## src/rtl/memory_pkg.sv

```systemverilog
// Shared memory-port types used by the fetch path, the load-store unit and
// the port arbiter.
package memory_pkg;

  typedef enum logic [1:0] {
    MEM_ACC_INSTR = 2'd0,
    MEM_ACC_LOAD  = 2'd1,
    MEM_ACC_STORE = 2'd2,
    MEM_ACC_AMO   = 2'd3
  } mem_acc_type_t;

  typedef struct packed {
    mem_acc_type_t acc_type;
    logic [31:0]   addr;
    logic [31:0]   wdata;
    logic [3:0]    be;
  } mem_req_t;

  typedef struct packed {
    mem_acc_type_t acc_type;
    logic [31:0]   rdata;
  } mem_ans_t;

  typedef enum logic {MEM_REQ_INSTR, MEM_REQ_DATA} mem_requester_t;

endpackage

```

## src/rtl/mem_arb_credit_cnt.sv

```systemverilog
// Per-requester credit tracking: requests accepted by memory but not yet
// answered, plus how many of those answers are stale and must be dropped.
module mem_arb_credit_cnt #(
  parameter int MAX_OUTST = 2
) (
  input  logic clk_i,
  input  logic rst_i,
  input  logic issue_i,
  input  logic answer_i,
  input  logic flush_i,
  input  logic slot_owned_i,
  output logic full_o,
  output logic discarding_o
);

  localparam int CW = $clog2(MAX_OUTST + 1);

  logic [CW-1:0] inflight_q, inflight_d;
  logic [CW-1:0] discard_q, discard_d;
  logic [CW:0]   used;

  always_comb begin
    inflight_d = inflight_q;
    if (issue_i && !answer_i) begin
      inflight_d = inflight_q + CW'(1);
    end else if (!issue_i && answer_i) begin
      inflight_d = inflight_q - CW'(1);
    end
    // A flush turns every still-unanswered request into a stale one.
    discard_d = discard_q;
    if (flush_i) begin
      discard_d = inflight_d;
    end else if (answer_i && discard_q != '0) begin
      discard_d = discard_q - CW'(1);
    end
  end

  always_ff @(posedge clk_i or posedge rst_i) begin
    if (rst_i) begin
      inflight_q <= '0;
      discard_q  <= '0;
    end else begin
      inflight_q <= inflight_d;
      discard_q  <= discard_d;
    end
  end

  assign used         = {1'b0, inflight_q} + (CW+1)'(slot_owned_i);
  assign full_o       = used >= (CW+1)'(MAX_OUTST);
  assign discarding_o = discard_q != '0;

  a_no_overflow: assert property (@(posedge clk_i) disable iff (rst_i)
    !(issue_i && !answer_i && inflight_q == CW'(MAX_OUTST)));
  a_no_underflow: assert property (@(posedge clk_i) disable iff (rst_i)
    !(answer_i && !issue_i && inflight_q == '0));

endmodule

```

## src/rtl/mem_req_arbiter.sv

```systemverilog
// Shares one memory port between instruction fetch and the LSU: round-robin
// into a registered request slot, credit-limited, answers routed by acc_type.
module mem_req_arbiter
  import memory_pkg::*;
#(
  parameter int MAX_OUTST = 2
) (
  input  logic     clk_i,
  input  logic     rst_i,
  input  logic     instr_flush_i,
  input  logic     data_flush_i,
  input  logic     instr_valid_i,
  output logic     instr_ready_o,
  input  mem_req_t instr_req_i,
  output logic     instr_valid_o,
  input  logic     instr_ready_i,
  output mem_ans_t instr_ans_o,
  input  logic     data_valid_i,
  output logic     data_ready_o,
  input  mem_req_t data_req_i,
  output logic     data_valid_o,
  input  logic     data_ready_i,
  output mem_ans_t data_ans_o,
  output logic     mem_valid_o,
  input  logic     mem_ready_i,
  output mem_req_t mem_req_o,
  input  logic     mem_valid_i,
  output logic     mem_ready_o,
  input  mem_ans_t mem_ans_i
);

  // Handshakes: every valid/ready pair transfers on a rising edge where both
  // are high; a valid never waits on its own ready.
  logic           mem_valid_q, mem_valid_d;
  mem_req_t       mem_req_q, mem_req_d;
  mem_requester_t owner_q, owner_d;
  mem_requester_t last_grant_q, last_grant_d;

  logic full_instr, full_data, disc_instr, disc_data;
  logic elig_instr, elig_data, grant_instr, grant_data;
  logic slot_can_load, load, mem_hs, slot_flush, route_instr, ans_hs;

  assign slot_can_load = !mem_valid_q || mem_ready_i;
  assign elig_instr    = instr_valid_i && !instr_flush_i && !full_instr;
  assign elig_data     = data_valid_i && !data_flush_i && !full_data;
  assign grant_instr   = elig_instr && (!elig_data || last_grant_q == MEM_REQ_DATA);
  assign grant_data    = elig_data && !grant_instr;
  assign instr_ready_o = grant_instr && slot_can_load;
  assign data_ready_o  = grant_data && slot_can_load;
  assign load          = instr_ready_o || data_ready_o;
  assign mem_hs        = mem_valid_q && mem_ready_i;
  assign slot_flush    = mem_valid_q &&
                         ((owner_q == MEM_REQ_INSTR && instr_flush_i) ||
                          (owner_q == MEM_REQ_DATA && data_flush_i));

  always_comb begin
    mem_valid_d  = mem_valid_q;
    mem_req_d    = mem_req_q;
    owner_d      = owner_q;
    last_grant_d = last_grant_q;
    if (load) begin
      mem_valid_d  = 1'b1;
      mem_req_d    = grant_instr ? instr_req_i : data_req_i;
      owner_d      = grant_instr ? MEM_REQ_INSTR : MEM_REQ_DATA;
      last_grant_d = owner_d;
    end else if (mem_hs || slot_flush) begin
      mem_valid_d = 1'b0;
    end
  end

  always_ff @(posedge clk_i or posedge rst_i) begin
    if (rst_i) begin
      mem_valid_q  <= 1'b0;
      mem_req_q    <= '0;
      owner_q      <= MEM_REQ_DATA;
      last_grant_q <= MEM_REQ_DATA;
    end else begin
      mem_valid_q  <= mem_valid_d;
      mem_req_q    <= mem_req_d;
      owner_q      <= owner_d;
      last_grant_q <= last_grant_d;
    end
  end

  assign mem_valid_o = mem_valid_q;
  assign mem_req_o   = mem_req_q;

  // Stale answers are swallowed here so the requester never sees them.
  assign route_instr   = mem_ans_i.acc_type == MEM_ACC_INSTR;
  assign instr_valid_o = mem_valid_i && route_instr && !disc_instr && !instr_flush_i;
  assign data_valid_o  = mem_valid_i && !route_instr && !disc_data && !data_flush_i;
  assign mem_ready_o   = route_instr ? (disc_instr || instr_ready_i)
                                     : (disc_data || data_ready_i);
  assign ans_hs        = mem_valid_i && mem_ready_o;
  assign instr_ans_o   = mem_ans_i;
  assign data_ans_o    = mem_ans_i;

  mem_arb_credit_cnt #(.MAX_OUTST(MAX_OUTST)) u_cnt_instr (
    .clk_i        (clk_i),
    .rst_i        (rst_i),
    .issue_i      (mem_hs && owner_q == MEM_REQ_INSTR),
    .answer_i     (ans_hs && route_instr),
    .flush_i      (instr_flush_i),
    .slot_owned_i (mem_valid_q && owner_q == MEM_REQ_INSTR),
    .full_o       (full_instr),
    .discarding_o (disc_instr)
  );

  mem_arb_credit_cnt #(.MAX_OUTST(MAX_OUTST)) u_cnt_data (
    .clk_i        (clk_i),
    .rst_i        (rst_i),
    .issue_i      (mem_hs && owner_q == MEM_REQ_DATA),
    .answer_i     (ans_hs && !route_instr),
    .flush_i      (data_flush_i),
    .slot_owned_i (mem_valid_q && owner_q == MEM_REQ_DATA),
    .full_o       (full_data),
    .discarding_o (disc_data)
  );

endmodule

```

## config.mk

```make
export PLATFORM = sky130hd
export DESIGN_NAME = mem_req_arbiter
export DESIGN_NICKNAME = d
export VERILOG_FILES = /design/src/rtl/memory_pkg.sv /design/src/rtl/mem_arb_credit_cnt.sv /design/src/rtl/mem_req_arbiter.sv
export SDC_FILE = /design/constraint.sdc
export NUM_CORES = 1
export LEC_CHECK = 0
export CAP_MARGIN = 10
export CORE_AREA = 2 2 127 129
export DETAILED_ROUTE_END_ITERATION = 6
export DIE_AREA = 0 0 129 131
export PLACE_DENSITY = 0.69
export SYNTH_ARGS = -nofsm -noshare
export SYNTH_HDL_FRONTEND = slang
export SYNTH_HIERARCHICAL = 1
export SYNTH_SLANG_ARGS = --single-unit
```

## constraint.sdc

```tcl
create_clock -name clk_i -period 3.5 [get_ports clk_i]
set_clock_uncertainty 0.1 [all_clocks]
set_input_delay 0.7 -clock clk_i [delete_from_list [all_inputs] [get_ports clk_i]]
set_output_delay 0.7 -clock clk_i [all_outputs]
set_load 0.05 [all_outputs]
```

After elaboration in Yosys (flattened, before gate mapping)
Index checks and enable logic that the tools add are counted.

Bits in read-only memories: 0. Bits of input ports: 184. Memories kept: 0. RAM bits: 0. Output and inout port bits: 144. Register bits after elaboration: 80. Bits in latches: 0.

Multipliers: 0. Reductions and logical operators: 58. Eq/ne operators: 0. $add $sub $neg: 8. Divide/modulo/power cells: 0. Muxes and demuxes: 13. $lt $le $gt $ge: 2. Bitwise gates (word level): 1. Shift-type cells: 0.

Operators with widths (count): 70-bit two-way mux (1); 1-bit logical AND (31); 2-bit two-way mux (8); 1-bit logical NOT (14); 2-bit nonzero test (5); 2-bit by 1-bit subtractor with 2-bit output (second input constant) (4); 1-bit logical OR (7); 2-bit by 1-bit adder with 3-bit output (2); 3-bit by 2-bit >= comparator with 1-bit output (second input constant) (2); 2-bit by 1-bit adder with 2-bit output (second input constant) (2); 1-bit two-way mux (4); 2-bit logical NOT (1); 1-bit NOT (1).

Logic depth before layout (Yosys ltp)
Depth after elaboration: 13. Depth in mapped cells: 8. Depth with buffers taken out: 8.

Hierarchy
The synthesis kept the hierarchy.

Modules (own cells, without submodules): mem_req_arbiter (cells an instance 402, sequential area each 1803.0 um2, times used 1, area each 3953.8 um2); mem_arb_credit_cnt (cells an instance 24, sequential area each 100.1 um2, times used 2, area each 245.2 um2).

Worst setup path after synthesis
Ideal clock, no wire load.

Path kind: reg-to-output. From: register mem_valid_q (netlist: mem_valid_o). To: output port data_ready_o. Arrival time: 2257 ps. Cell stages (with the launch flop): 8. Path slack: 443 ps. Required time: 2700 ps. Buffers on the path: 2. Cell sequence: dfrtp_1 > and2_1 > a21o_1 > nor3b_2 > a21boi_1 > buf_4 > buf_6 > nor2_1.

Longest elaborated chain between the ends: 11. Elaborated cells between the ends (all ways): 18.

RTL lines: start, declared (line mem_req_arbiter.sv:34) `logic mem_valid_q, mem_valid_d;`; start signal, assigned (line mem_req_arbiter.sv:78) `mem_valid_q <= mem_valid_d;`; 1-bit logical AND (*) (line mem_req_arbiter.sv:115) `.slot_owned_i (mem_valid_q && owner_q == MEM_REQ_DATA),`; 2-bit by 1-bit adder with 3-bit output (*) (line mem_arb_credit_cnt.sv:48) `assign used = {1'b0, inflight_q} + (CW+1)'(slot_owned_i);`; 3-bit by 2-bit >= comparator with 1-bit output (*) (line mem_arb_credit_cnt.sv:49) `assign full_o = used >= (CW+1)'(MAX_OUTST);`; net full_data (line mem_req_arbiter.sv:39) `logic full_instr, full_data, disc_instr, disc_data;`; 1-bit logical NOT (*) (line mem_req_arbiter.sv:45) `assign elig_data = data_valid_i && !data_flush_i && !full_data;`; 1-bit logical AND (*) (line mem_req_arbiter.sv:45); 1-bit logical NOT (line mem_req_arbiter.sv:46) `assign grant_instr = elig_instr && (!elig_data || last_grant_q == MEM_REQ_DATA);`; 1-bit logical OR (line mem_req_arbiter.sv:46); 1-bit logical AND (line mem_req_arbiter.sv:46); 1-bit logical NOT (line mem_req_arbiter.sv:47) `assign grant_data = elig_data && !grant_instr;`; 1-bit logical AND (*) (line mem_req_arbiter.sv:47); 1-bit logical AND (*) (line mem_req_arbiter.sv:49) `assign data_ready_o = grant_data && slot_can_load;`; end, declared (line mem_req_arbiter.sv:19) `output logic data_ready_o,`.

Mark *: on every way through the listed nets, which the timed path passes. The rest lies on a longest branch.

Final worst setup path
From: input port mem_ans_i[33] (netlist name). To: output port mem_ready_o.

Longest elaborated chain between the ends: 2.

RTL lines: start, declared (line mem_req_arbiter.sv:29) `input mem_ans_t mem_ans_i`; 2-bit logical NOT (line mem_req_arbiter.sv:89) `assign route_instr = mem_ans_i.acc_type == MEM_ACC_INSTR;`; 1-bit two-way mux (line mem_req_arbiter.sv:92) `assign mem_ready_o = route_instr ? (disc_instr || instr_ready_i)`; end, declared (line mem_req_arbiter.sv:28) `output logic mem_ready_o,`.

Every way passes these cells.

==> results.tsv <==
stage	metric	value	unit
run_status	status	finished clean	
worst_setup_path	CP Capture Type	primary output	
detailed_routing	WL/cell	13.56	microns
die	Die Area	16900	sq um
worst_setup_path	FF-to-FF Start	owner_q$_DFFE_PP1P_	
detailed_routing	DR iter-0 viols	75	
power	NetSw	2.808	mW
global_route	global-route wire length before repair	17330	microns
final_layout	nets	792	
placed_design	placed wire-length estimate	9056	microns
cts	Clock Latency Late Sink	330	ps
worst_setup_path	R2R cell count	7	
global_route	total gr overflow	0	
worst_setup_path	Arr. time, crit path	2390	ps
synthesis	dominant synthesized flop cell	dfrtp_1	
final_layout	Layout Cells excl Fill	827	
cts	CTS Hold Buffers Added	0	
power	Leak	2.730	nW
timing	Slew Viols, Final	0	
placed_design	Post-Place Worst Slack	307.6	ps
synthesis	Syn Inst Count	450	
timing	Final Hold Fails	0	
hold_path	hold path startpoint	mem_req_o[25]$_DFFE_PP0P_	
die	initial cell density of the core	0.2849	
final_layout	Finished Cell Area	6733	sq um
global_route	Total GRT Usage	0.1312	
cts	Post CTS Setup Buffer Count	0	
synthesis	top cell type's share of synthesized area	0.4448	
synthesis	post-synth net total	636	
power	Internal	3.160	mW
cts	clock root buffer master	clkbuf_16	
worst_setup_path	critical path startpoint	mem_ans_i[33]	
power	register share of total power	0.272	
placed_design	RePlAce Congestion	0.7435	
detailed_routing	DRC viols	0	
timing	Final min period	3193	ps
synthesis	distinct cell type count after synthesis	31	
synthesis	Avg Inst Size Synth	9.876	sq um
synthesis	Syn. warnings	6	
global_route	vias in the first global route	3718	
synthesis	post-synthesis async set-or-reset flop share	1.000	
die	Core ar.	15600	sq um
worst_setup_path	type of origin of the critical path	input pin	
timing	Worst Max-Slew Pin Slew	809.8	ps
final_layout	fillcell total	1480	
worst_setup_path	worst endpoint required time	2700	ps
die	io pins	328	
cts	post-cts sizing count	0	
timing	setup ws final	306.9	ps
worst_setup_path	critical path fanouts, max	4	
power	Clock Power Share	0.154	
timing	Slew HR	0.4593	
power	Net Sw Frac	0.4705	
detailed_routing	Antenna Nets Post-Route	0	
cts	CTS max path bufs	2	
detailed_routing	Via density	4.299	
timing	fin crit share	0.9123	
placed_design	placed cells	811	
synthesis	post-synthesis sequential area ratio	0.4507	
cts	CTS tree	yes	
synthesis	Post-Syn Area	4444	sq um
detailed_routing	WL final	11210	microns
worst_setup_path	flop-to-flop setup slack	940	ps
timing	setup TNS	0	ps
die	Site Rows	46	
power	Peak VDD IR	422.3	uV
global_route	initial antenna violation count	0	
placed_design	Post-DP Area	6441	sq um
final_layout	Area Growth Syn to Fin	51.49	%
final_layout	final design utilization	0.4317	
synthesis	Synth Register Bits	80	
worst_setup_path	WS Path Type	input pin to primary output	
hold_path	WHS Endpoint	mem_req_o[25]$_DFFE_PP0P_	
timing	Peak Freq	313.2	MHz
cts	cts bufs inserted	9	
final_layout	fraction of layout cells with a size suffix above 1	0.05565	
placed_design	IO Port Bufs	231	
global_route	pin count of the biggest net entering global routing	76	
hold_path	Min-Delay Path Class	flop to flop	
cts	clk sinks	80	
worst_setup_path	r2r endpoint	mem_req_o[22]$_DFFE_PP0P_	
synthesis	Synth area leader	dfrtp_1	
die	die width	129	microns
timing	final setup fails	0	
synthesis	Area contributors post-synth	dfrtp_1, mux2i_1, buf_4	
hold_path	hold path depth	2	
detailed_routing	routed vias	3555	
timing	RSZ-0062 raised after global routing	no	
cts	clock transition at the registers of the reported paths	60	ps
detailed_routing	TritonRoute pass-1 iters	4	
job	Max-Cap Viols	0	
power	Gate power share	0.574	
final_layout	Ant. Diodes	0	
die	Die Ht	131	microns
power	power density over the cells	886.3	nW/um^2
synthesis	EDFF count, synth	0	
cts	H-tree lvl count	3	
==> how the worst max path moves through the flow <==
stage / endpoint / cells past startpoint / slack [ps]
after global placement: mem_ready_o / 5 / 350
after floorplan: data_ready_o / 7 / 440
after detailed placement: mem_ready_o / 5 / 310
final: mem_ready_o / 5 / 310
after global routing: mem_ready_o / 5 / 170
after CTS: mem_ready_o / 5 / 300
==> layout by cell type, fill, tap and decap left out, types with 5 or more instances in the layout <==
| cell | netlist | layout |
|---|---|---|
| nand2_1 | 71 | 71 |
| buf_4 | 69 | 5 |
| mux2i_1 | 70 | 70 |
| nor2_1 | 8 | 8 |
| dfrtp_1 | 79 | 79 |
| xnor2_1 | 6 | 6 |
| inv_1 | 12 | 11 |
| clkbuf_16 | 0 | 9 |
| o21ai_1 | 71 | 70 |
| clkdlybuf4s50_1 | 0 | 229 |
==> stage by stage <==
step           total power [mW]  hold slack [ps]
2_1_floorplan             4.089            366.1
3_3_place_gp              5.025            369.3
3_5_place_dp              5.106            374.6
4_1_cts                   6.061            387.5
5_1_grt                   6.325            410.8
6_report                  5.967            379.8
==> flip-flops by register name, indices dropped and copies added, names as in the netlist <==
name                    flops
owner_q                     1
mem_req_o                  70
mem_valid_o                 1
u_cnt_instr/discard_q       2
u_cnt_data/inflight_q       2
u_cnt_instr/inflight_q      2
u_cnt_data/discard_q        2
==> synth_stat cells (3+ instances only) <==
cell type	number
clkbuf_1	5
nor3_1	4
mux2i_1	70
inv_1	12
xnor2_1	6
buf_2	10
buf_4	69
o21ai_1	71
and3b_1	3
dfrtp_1	79
and3_1	3
nor2_1	8
mux2_2	3
nand2_1	71
and2_1	3
buf_6	7
==> cell type report <==
type                    instances  area (sq um)  area share
inverters                      12         45.04    0.006690
clock inverters                 4         45.04    0.006690
well taps                     216         270.3     0.04014
repair buffers                236          2370      0.3520
multi-input cells             267          1753      0.2604
flip-flops and latches         80          2003      0.2975
clock buffers                  12         246.5     0.03661
==> power by group through the flow <==
stage / Clock (mW) / Sequential [mW] / Combinational (mW)
5_1_grt: 1.00 / 1.69 / 3.64
4_1_cts: 0.961 / 1.63 / 3.47
2_1_floorplan: 0 / 2.98 / 1.11
3_3_place_gp: 0 / 1.61 / 3.41
6_report: 0.918 / 1.62 / 3.43
3_5_place_dp: 0 / 1.64 / 3.46
==> routing by layer <==
layer,GRT usage,vias to the layer above,routed length (microns)
met3,0.05171,30,972
met1,0.1281,1610,4166
met5,0,-,0
met4,0.06394,0,303
li1,-,1752,-
met2,0.2425,163,5771
==> cell families (layout without fill, tap and decap cells) <==
| logic type | after synthesis | after routing | synth area share |
|---|---|---|---|
| AOI/OAI and AO/OA | 84 | 84 | 0.1019 |
| xor gates and xnor gates | 6 | 6 | 0.01182 |
| adders and majority gates | 2 | 2 | 0.005630 |
| buffers and inverters | 103 | 264 | 0.1599 |
| DFF | 80 | 80 | 0.4507 |
| muxes | 73 | 73 | 0.1653 |
| and+or+nand+nor | 102 | 102 | 0.1047 |
==> worst max-delay path, cell delays in order <==
cell and delay, ps:
clkdlybuf4s50_1 450, nor2_1 230, nor3_1 70, a21oi_1 120, clkdlybuf4s50_1 820
Note: power is estimated with default switching activity, not from simulation.
